File: config.mk
export PLATFORM = sky130hd
export DESIGN_NAME = i2c_xacn_arbiter
export DESIGN_NICKNAME = d
export VERILOG_FILES = /design/src/rtl/i2c_arb_pkg.sv /design/src/rtl/i2c_xacn_arbiter_rr_pick.sv /design/src/rtl/i2c_xacn_arbiter.sv
export SDC_FILE = /design/constraint.sdc
export NUM_CORES = 1
export LEC_CHECK = 0
export ABC_AREA = 1
export BUFFER_PORTS_ARGS = -buffer_cell sky130_fd_sc_hd__buf_4
export CELL_PAD_IN_SITES_DETAIL_PLACEMENT = 2
export CELL_PAD_IN_SITES_GLOBAL_PLACEMENT = 2
export CORE_MARGIN = 2
export CORE_UTILIZATION = 22
export CTS_BUF_LIST = sky130_fd_sc_hd__clkbuf_4 sky130_fd_sc_hd__clkbuf_8 sky130_fd_sc_hd__clkbuf_16
export DETAILED_ROUTE_END_ITERATION = 10
export PLACE_DENSITY = 0.89
export SLEW_MARGIN = 20
export SYNTH_ARGS = -nofsm -noshare
export SYNTH_HDL_FRONTEND = slang
export SYNTH_SLANG_ARGS = --single-unit
File: constraint.sdc
create_clock -name clk -period 2.3 [get_ports clk]
set_clock_uncertainty 0.1 [all_clocks]
set_input_delay 0.345 -clock clk [delete_from_list [all_inputs] [get_ports clk]]
set_output_delay 0.345 -clock clk [all_outputs]
set_load 0.02 [all_outputs]
File: src/rtl/i2c_arb_pkg.sv
// ---------------------------------------------------------------------------
// i2c_arb_pkg
// Shared definitions for the i2c transaction arbiter:
//   - arb_state_t            : arbiter FSM state encoding (IDLE=0 .. RESP=5)
//   - DEFAULT_TIMEOUT_CYCLES : default per-wait-state timeout in clk cycles
//   - TIMER_WIDTH            : width of the wait-state timeout counter
// ---------------------------------------------------------------------------
package i2c_arb_pkg;

  typedef enum logic [2:0] {
    IDLE      = 3'd0,
    SETUP     = 3'd1,
    ISSUE     = 3'd2,
    WAIT_BUSY = 3'd3,
    WAIT_DONE = 3'd4,
    RESP      = 3'd5
  } arb_state_t;

  localparam int unsigned DEFAULT_TIMEOUT_CYCLES = 65535;
  localparam int unsigned TIMER_WIDTH            = 16;

endpackage

File: src/rtl/i2c_xacn_arbiter_rr_pick.sv
// ---------------------------------------------------------------------------
// rr_pick
// Combinational round-robin priority picker. Scans req_vec starting at
// index last+1 (wrapping modulo NUM_REQ) and returns the first set index.
// Ports:
//   req_vec [NUM_REQ] in  : candidate request vector
//   last    [IW]      in  : index granted most recently
//   valid             out : at least one candidate present
//   idx     [IW]      out : chosen index (0 when !valid)
// ---------------------------------------------------------------------------
module rr_pick #(
  parameter int unsigned NUM_REQ = 4,
  parameter int unsigned IW      = $clog2(NUM_REQ)
) (
  input  logic [NUM_REQ-1:0] req_vec,
  input  logic [IW-1:0]      last,
  output logic               valid,
  output logic [IW-1:0]      idx
);

  always_comb begin
    int unsigned w_pos;
    w_pos = 0;
    valid = 1'b0;
    idx   = '0;
    for (int unsigned k = 1; k <= NUM_REQ; k++) begin
      w_pos = int'(last) + k;
      if (w_pos >= NUM_REQ) begin
        w_pos = w_pos - NUM_REQ;
      end
      if (!valid && req_vec[IW'(w_pos)]) begin
        valid = 1'b1;
        idx   = IW'(w_pos);
      end
    end
  end

endmodule

File: src/rtl/i2c_xacn_arbiter.sv
// ---------------------------------------------------------------------------
// i2c_xacn_arbiter
// Round-robin scheduler sharing one i2c master/slave block among NUM_REQ
// requesters. One register transaction at a time: grant, drive command
// fields with i2c_enable high, strobe write_en/read_en, wait for busy/done
// (with timeout), then return data/error with a one-cycle ack.
// Ports:
//   clk, reset            : clock, synchronous active-high reset
//   arb_en                : gate for new grants (in-flight work completes)
//   req/req_write/req_mode: per-requester request level, direction, mode
//   req_chip_addr/req_reg_addr/req_wdata : flattened per-requester fields
//   ack                   : one-hot completion pulse
//   rsp_rdata/rsp_err/rsp_timeout : response, valid while ack is high
//   i2c_*  (out)          : command interface to the i2c block
//   i2c_done/busy/data_out/status (in) : completion interface from i2c
//   arb_busy              : high in every state except IDLE
// ---------------------------------------------------------------------------
module i2c_xacn_arbiter
  import i2c_arb_pkg::*;
#(
  parameter int unsigned NUM_REQ        = 4,
  parameter int unsigned ADDR_BYTES     = 1,
  parameter int unsigned DATA_BYTES     = 4,
  parameter int unsigned REG_ADDR_WIDTH = 8 * ADDR_BYTES,
  parameter int unsigned DW             = 8 * DATA_BYTES,
  parameter int unsigned ST_WIDTH       = 1 + ADDR_BYTES + DATA_BYTES,
  parameter int unsigned TIMEOUT_CYCLES = DEFAULT_TIMEOUT_CYCLES
) (
  input  logic                              clk,
  input  logic                              reset,
  input  logic                              arb_en,
  input  logic [NUM_REQ-1:0]                req,
  input  logic [NUM_REQ-1:0]                req_write,
  input  logic [NUM_REQ-1:0]                req_mode,
  input  logic [7*NUM_REQ-1:0]              req_chip_addr,
  input  logic [REG_ADDR_WIDTH*NUM_REQ-1:0] req_reg_addr,
  input  logic [DW*NUM_REQ-1:0]             req_wdata,
  output logic [NUM_REQ-1:0]                ack,
  output logic [DW-1:0]                     rsp_rdata,
  output logic                              rsp_err,
  output logic                              rsp_timeout,
  output logic                              i2c_enable,
  output logic [6:0]                        i2c_chip_addr,
  output logic [REG_ADDR_WIDTH-1:0]         i2c_reg_addr,
  output logic [DW-1:0]                     i2c_data_in,
  output logic                              i2c_write_en,
  output logic                              i2c_write_mode,
  output logic                              i2c_read_en,
  input  logic                              i2c_done,
  input  logic                              i2c_busy,
  input  logic [DW-1:0]                     i2c_data_out,
  input  logic [ST_WIDTH-1:0]               i2c_status,
  output logic                              arb_busy
);

  localparam int unsigned IW = $clog2(NUM_REQ);

  arb_state_t                r_state;
  logic [IW-1:0]             r_last;
  logic [IW-1:0]             r_idx;
  logic [NUM_REQ-1:0]        r_served;
  logic [NUM_REQ-1:0]        r_ack;
  logic                      r_write;
  logic                      r_mode;
  logic [6:0]                r_chip;
  logic [REG_ADDR_WIDTH-1:0] r_reg;
  logic [DW-1:0]             r_wdata;
  logic [DW-1:0]             r_rdata;
  logic                      r_err;
  logic                      r_timeout;
  logic                      r_enable;
  logic                      r_write_en;
  logic                      r_read_en;
  logic [TIMER_WIDTH-1:0]    r_cnt;

  logic [NUM_REQ-1:0]        w_elig;
  logic                      w_valid;
  logic [IW-1:0]             w_idx;
  logic [NUM_REQ-1:0]        w_idx_onehot;
  logic [6:0]                w_sel_chip;
  logic [REG_ADDR_WIDTH-1:0] w_sel_reg;
  logic [DW-1:0]             w_sel_wdata;
  logic                      w_sel_write;
  logic                      w_sel_mode;
  logic                      w_expired;

  // The requester acked last cycle is masked for one IDLE cycle so a
  // requester that drops req one cycle late is not granted twice.
  assign w_elig    = req & ~r_served;
  assign w_expired = (r_cnt == TIMER_WIDTH'(TIMEOUT_CYCLES - 1));

  rr_pick #(
    .NUM_REQ (NUM_REQ),
    .IW      (IW)
  ) u_pick (
    .req_vec (w_elig),
    .last    (r_last),
    .valid   (w_valid),
    .idx     (w_idx)
  );

  always_comb begin
    w_sel_chip   = '0;
    w_sel_reg    = '0;
    w_sel_wdata  = '0;
    w_sel_write  = 1'b0;
    w_sel_mode   = 1'b0;
    w_idx_onehot = '0;
    for (int unsigned i = 0; i < NUM_REQ; i++) begin
      if (w_idx == IW'(i)) begin
        w_sel_chip  = req_chip_addr[7*i +: 7];
        w_sel_reg   = req_reg_addr[REG_ADDR_WIDTH*i +: REG_ADDR_WIDTH];
        w_sel_wdata = req_wdata[DW*i +: DW];
        w_sel_write = req_write[i];
        w_sel_mode  = req_mode[i];
      end
      w_idx_onehot[i] = (r_idx == IW'(i));
    end
  end

  always_ff @(posedge clk) begin
    if (reset) begin
      r_state    <= IDLE;
      r_last     <= IW'(NUM_REQ - 1);
      r_idx      <= '0;
      r_served   <= '0;
      r_ack      <= '0;
      r_write    <= 1'b0;
      r_mode     <= 1'b0;
      r_chip     <= '0;
      r_reg      <= '0;
      r_wdata    <= '0;
      r_rdata    <= '0;
      r_err      <= 1'b0;
      r_timeout  <= 1'b0;
      r_enable   <= 1'b0;
      r_write_en <= 1'b0;
      r_read_en  <= 1'b0;
      r_cnt      <= '0;
    end else begin
      r_ack      <= '0;
      r_served   <= '0;
      r_write_en <= 1'b0;
      r_read_en  <= 1'b0;
      case (r_state)
        IDLE: begin
          if (arb_en && w_valid) begin
            r_idx    <= w_idx;
            r_chip   <= w_sel_chip;
            r_reg    <= w_sel_reg;
            r_wdata  <= w_sel_wdata;
            r_write  <= w_sel_write;
            r_mode   <= w_sel_mode;
            r_enable <= 1'b1;
            r_state  <= SETUP;
          end
        end
        SETUP: begin
          r_write_en <= r_write;
          r_read_en  <= ~r_write;
          r_state    <= ISSUE;
        end
        ISSUE: begin
          r_cnt   <= '0;
          r_state <= WAIT_BUSY;
        end
        WAIT_BUSY: begin
          // Priority: done, then busy, then timeout.
          if (i2c_done) begin
            r_rdata   <= r_write ? '0 : i2c_data_out;
            r_err     <= |i2c_status;
            r_timeout <= 1'b0;
            r_ack     <= w_idx_onehot;
            r_state   <= RESP;
          end else if (i2c_busy) begin
            r_cnt   <= '0;
            r_state <= WAIT_DONE;
          end else if (w_expired) begin
            r_rdata   <= '0;
            r_err     <= 1'b1;
            r_timeout <= 1'b1;
            r_ack     <= w_idx_onehot;
            r_state   <= RESP;
          end else begin
            r_cnt <= r_cnt + 1'b1;
          end
        end
        WAIT_DONE: begin
          if (i2c_done) begin
            r_rdata   <= r_write ? '0 : i2c_data_out;
            r_err     <= |i2c_status;
            r_timeout <= 1'b0;
            r_ack     <= w_idx_onehot;
            r_state   <= RESP;
          end else if (w_expired) begin
            r_rdata   <= '0;
            r_err     <= 1'b1;
            r_timeout <= 1'b1;
            r_ack     <= w_idx_onehot;
            r_state   <= RESP;
          end else begin
            r_cnt <= r_cnt + 1'b1;
          end
        end
        RESP: begin
          r_served  <= r_ack;
          r_last    <= r_idx;
          r_enable  <= 1'b0;
          r_rdata   <= '0;
          r_err     <= 1'b0;
          r_timeout <= 1'b0;
          r_state   <= IDLE;
        end
        default: begin
          r_enable <= 1'b0;
          r_state  <= IDLE;
        end
      endcase
    end
  end

  assign ack            = r_ack;
  assign rsp_rdata      = r_rdata;
  assign rsp_err        = r_err;
  assign rsp_timeout    = r_timeout;
  assign i2c_enable     = r_enable;
  assign i2c_chip_addr  = r_chip;
  assign i2c_reg_addr   = r_reg;
  assign i2c_data_in    = r_wdata;
  assign i2c_write_en   = r_write_en;
  assign i2c_write_mode = r_mode;
  assign i2c_read_en    = r_read_en;
  assign arb_busy       = (r_state != IDLE);

endmodule

==> results.toml <==
[critical_path]
worstPathCellList = "buf_6 -> nand2_4 -> nand2_4 -> nand3_4 -> nand2_4 -> nand3_2 -> buf_4 -> nand3_1 -> nand2_2 -> nor2_4 -> buf_6 -> buf_16 -> nand2_1 -> nand3_1 -> nand2_1 -> a21oi_1"
timing.reg2reg.worst_path_depth = 16
worstSetupStartpoint = "r_last[0]"
crit_required_ns = 2.54
timing.critical_path.to_type = "flip-flop"
worst_r2r_endpoint = "i2c_chip_addr[4]"
critical_path_s_largest_stage_delay_ns = 0.40
path_delay_family = "simple AND/OR/NAND/NOR gates"
reg2reg_from = "r_last[0]"
crit_path_frequent_cell = "sky130_fd_sc_hd__nand2_4"
setup.worst_path.start_class = "flip-flop"
worstPathArrival_ns = 2.63
worst_path_max_delay_cell = "sky130_fd_sc_hd__dfxtp_4"
critical_path_buf_inv_count = 4
timing_worst_setup_path_type = "reg -> reg"
crit_path_max_fanout = 6
worst-path-stages = 16
ff2ff_setup_slack_ns = -0.09
critPathCapture = "i2c_chip_addr[4]"

[placed_design]
placement.io_buffers = 332
hpwl_um = 25700
post-place-ws_ns = -0.228
final_gp_congestion = 0.840
place_area_um2 = 9540

[cts]
clock-sinks = 117
cts.hold.buffers_added = 0
cts_root_cell = "sky130_fd_sc_hd__clkbuf_16"
clkSlewWorstSetupHoldPaths_ns = 0.06
clk_path_buf_depth = 2
tritoncts.num_buffers = 17
cts.htree.levels = 4
cts_tree = "yes"
clk-insertion-delay-late_ns = 0.41

[layout]
nets_final = 1589
area_growth_syn_to_layout_pct = 67.7
layout-drive-gt1-share = 0.372
fill_cell_total_of_the_finished_layout = 3445
final_cell_mix = "369 x sky130_fd_sc_hd__buf_4, 250 x sky130_fd_sc_hd__nand2_1, 125 x sky130_fd_sc_hd__nand3_1"
ff_latch_area_um2 = 2350
final_common_cell = "sky130_fd_sc_hd__buf_4"
multi_input_area_um2 = 3710
stdcell_area_um2 = 10700

[route]
via_count = 8300
vias_per_std_cell = 4.76
drt_pass1_iterations = 5
initial_drt_markers = 293
drc = 0
wl_per_cell_um = 19.9
detail_route.wirelength_um = 34700
antenna_violating_nets_post_route = 0

[synthesis]
synth-warning-count = 0
ys_types = 32
postSynthAreaPerCell_um2 = 6.46
ys_seq_elements = 117
synth.area.top_cells = "sky130_fd_sc_hd__dfxtp_1 37%, sky130_fd_sc_hd__nand2_1 15%, sky130_fd_sc_hd__nand3_1 11%"
post-synth-top-area-cell = "sky130_fd_sc_hd__dfxtp_1"
yosysSeqAreaShare = 0.365
synthCells = 992
mappedNetlistNets = 1237
synthFlopType = "sky130_fd_sc_hd__dfxtp_1"
synth_top_area_frac = 0.365
synthesis.area_um2 = 6410
number_of_enable_flip_flop_cells_after_synthesis = 0
synthArstFlopShare = 0

[timing]
slew-limit-headroom = 0.671
unrepaired_setup_endpoints_after_global_routing = "true"
highest_clock_frequency_the_design_can_meet_ghz = 0.418
final_period_minus_worst_setup_slack_ns = 2.39
worst_slew_pin_slew_ns = 0.494
final_worst_setup_slack_ns = -0.0902
setup_viol = 32
period_share = 1.04
finalMaxSlewViolations = 0
report.final.hold_viol_count = 0

[die]
std_cell_rows = 62
fp.coreArea_um2 = 28700
die_area_um2 = 30500
chipHeight_um = 175
horiz_die_dim_um = 175
initial_utilization = 0.223
io-pin-count = 333

[global_routing]
globalRoute.totalOverflow = 0
groute.usage.overall = 0.219
initial_antenna_violation_count = 1
grt_pass1_wl_um = 51900
grt_pass1_vias = 9278
pin_count_of_the_biggest_net_entering_global_routing = 43

[hold_path]
min-delay-path-class = "in -> reg"

[power]
power.density_nw_per_um2 = 650
max-vdd-ir-drop_uv = 451
total_leakage_power_uw = 0.00503
power_uw = 6980

[outcome]
run_status = "finished, violations left"
failed_checks = "negative setup slack"

[flow_run]
max_cap_viol_count = 0
area by class of cell:
cell class                 count  share of cell area
timing repair inverter         1            0.000582
clock inverter                13              0.0135
timing repair buffer         396               0.304
clock buffer                  19              0.0416
inverter                      87              0.0316
multi-input combinational    724               0.345
antenna                        1            0.000233
sequential                   117               0.219
tap                          384              0.0447
what timing repair did:
| action | CTS | global route |
|---|---|---|
| pin swaps | 5 | 12 |
| setup endpoints to repair | 51 | 89 |
| setup buffers | 4 | 7 |
| gates cloned | 3 | 3 |
| resized for setup | 32 | 72 |
registers in the layout, indices dropped and copies added, names as in the netlist:
| register | count |
|---|---|
| i2c_read_en | 1 |
| rsp_rdata | 32 |
| rsp_err | 1 |
| i2c_enable | 1 |
| r_write | 1 |
| r_state | 3 |
| i2c_reg_addr | 8 |
| i2c_write_mode | 1 |
| rsp_timeout | 1 |
| i2c_chip_addr | 7 |
| r_served | 4 |
| i2c_write_en | 1 |
| i2c_data_in | 32 |
| ack | 4 |
| r_cnt | 16 |
| r_idx | 2 |
| r_last | 2 |
how the worst min path moves through the flow:
stage / startpoint / endpoint / slack, ns / cells past startpoint
6_report: i2c_data_out[24] / rsp_rdata[24] / 0.06 / 3
5_1_grt: i2c_data_out[22] / rsp_rdata[22] / 0.06 / 3
4_1_cts: i2c_data_out[24] / rsp_rdata[24] / 0.04 / 3
3_5_place_dp: ack[1] / r_served[1] / 0.33 / 2
3_3_place_gp: ack[2] / r_served[2] / 0.33 / 2
2_1_floorplan: r_write / i2c_read_en / 0.31 / 1
per-stage QoR:
stage / TNS [ns] / hold slack (ns) / utilization / cells
4_1_cts: -0.315 / 0.0420 / 0.362 / 1731
3_3_place_gp: -0.0742 / 0.329 / 0.332 / 1692
5_1_grt: -8.25 / 0.0579 / 0.374 / 1741
3_5_place_dp: -6.26 / 0.335 / 0.332 / 1692
6_report: -1.32 / 0.0586 / 0.374 / 1742
2_1_floorplan: 0 / 0.308 / - / 992
per-layer routing:
| metal | vias to the layer above | track usage | wire, um |
|---|---|---|---|
| li1 | 3968 | - | - |
| met1 | 4040 | 0.250 | 14000 |
| met2 | 229 | 0.388 | 17800 |
| met3 | 63 | 0.0561 | 1680 |
| met4 | 0 | 0.0861 | 1280 |
| met5 | - | 0 | 0 |
synthesized netlist by cell type, types with 2 or more instances:
cell                       count
sky130_fd_sc_hd__nand2_1     262
sky130_fd_sc_hd__nand3_1     142
sky130_fd_sc_hd__dfxtp_1     117
sky130_fd_sc_hd__a21oi_1      89
sky130_fd_sc_hd__inv_1        81
sky130_fd_sc_hd__nor2_1       69
sky130_fd_sc_hd__o21ai_0      58
sky130_fd_sc_hd__nand3b_1     34
sky130_fd_sc_hd__buf_2        30
sky130_fd_sc_hd__clkbuf_1     23
sky130_fd_sc_hd__o21ai_1      21
sky130_fd_sc_hd__nor3_1        9
sky130_fd_sc_hd__nand2_2       7
sky130_fd_sc_hd__nand4_1       6
sky130_fd_sc_hd__a211oi_1      5
sky130_fd_sc_hd__inv_2         5
sky130_fd_sc_hd__a31oi_1       4
sky130_fd_sc_hd__buf_4         4
sky130_fd_sc_hd__buf_6         4
sky130_fd_sc_hd__nand3_2       3
sky130_fd_sc_hd__nor4_1        3
sky130_fd_sc_hd__buf_1         2
sky130_fd_sc_hd__ha_1          2
sky130_fd_sc_hd__nor2_2        2
sky130_fd_sc_hd__nor2_4        2
sky130_fd_sc_hd__xor2_1        2
power by group:
part	internal (uW)	total [uW]	switching, uW
combinational	887	1990	1100
sequential	2160	2250	94.2
clock	1650	2740	1090
total	4700	6980	2290
worst min-delay path: stages:
cell and delay [ns]:
sky130_fd_sc_hd__buf_4 0.08, sky130_fd_sc_hd__a21oi_1 0.05, sky130_fd_sc_hd__nor2_1 0.07
logic make-up after synthesis:
family          count (synthesis)  synth area share
simple gates                  542             0.383
compound gates                178             0.143
buf+inv                       151             0.102
flops                         117             0.365
xor+xnor                        2           0.00273
fa+ha+maj                       2           0.00390
No activity file was read; power rests on OpenSTA's default activity.
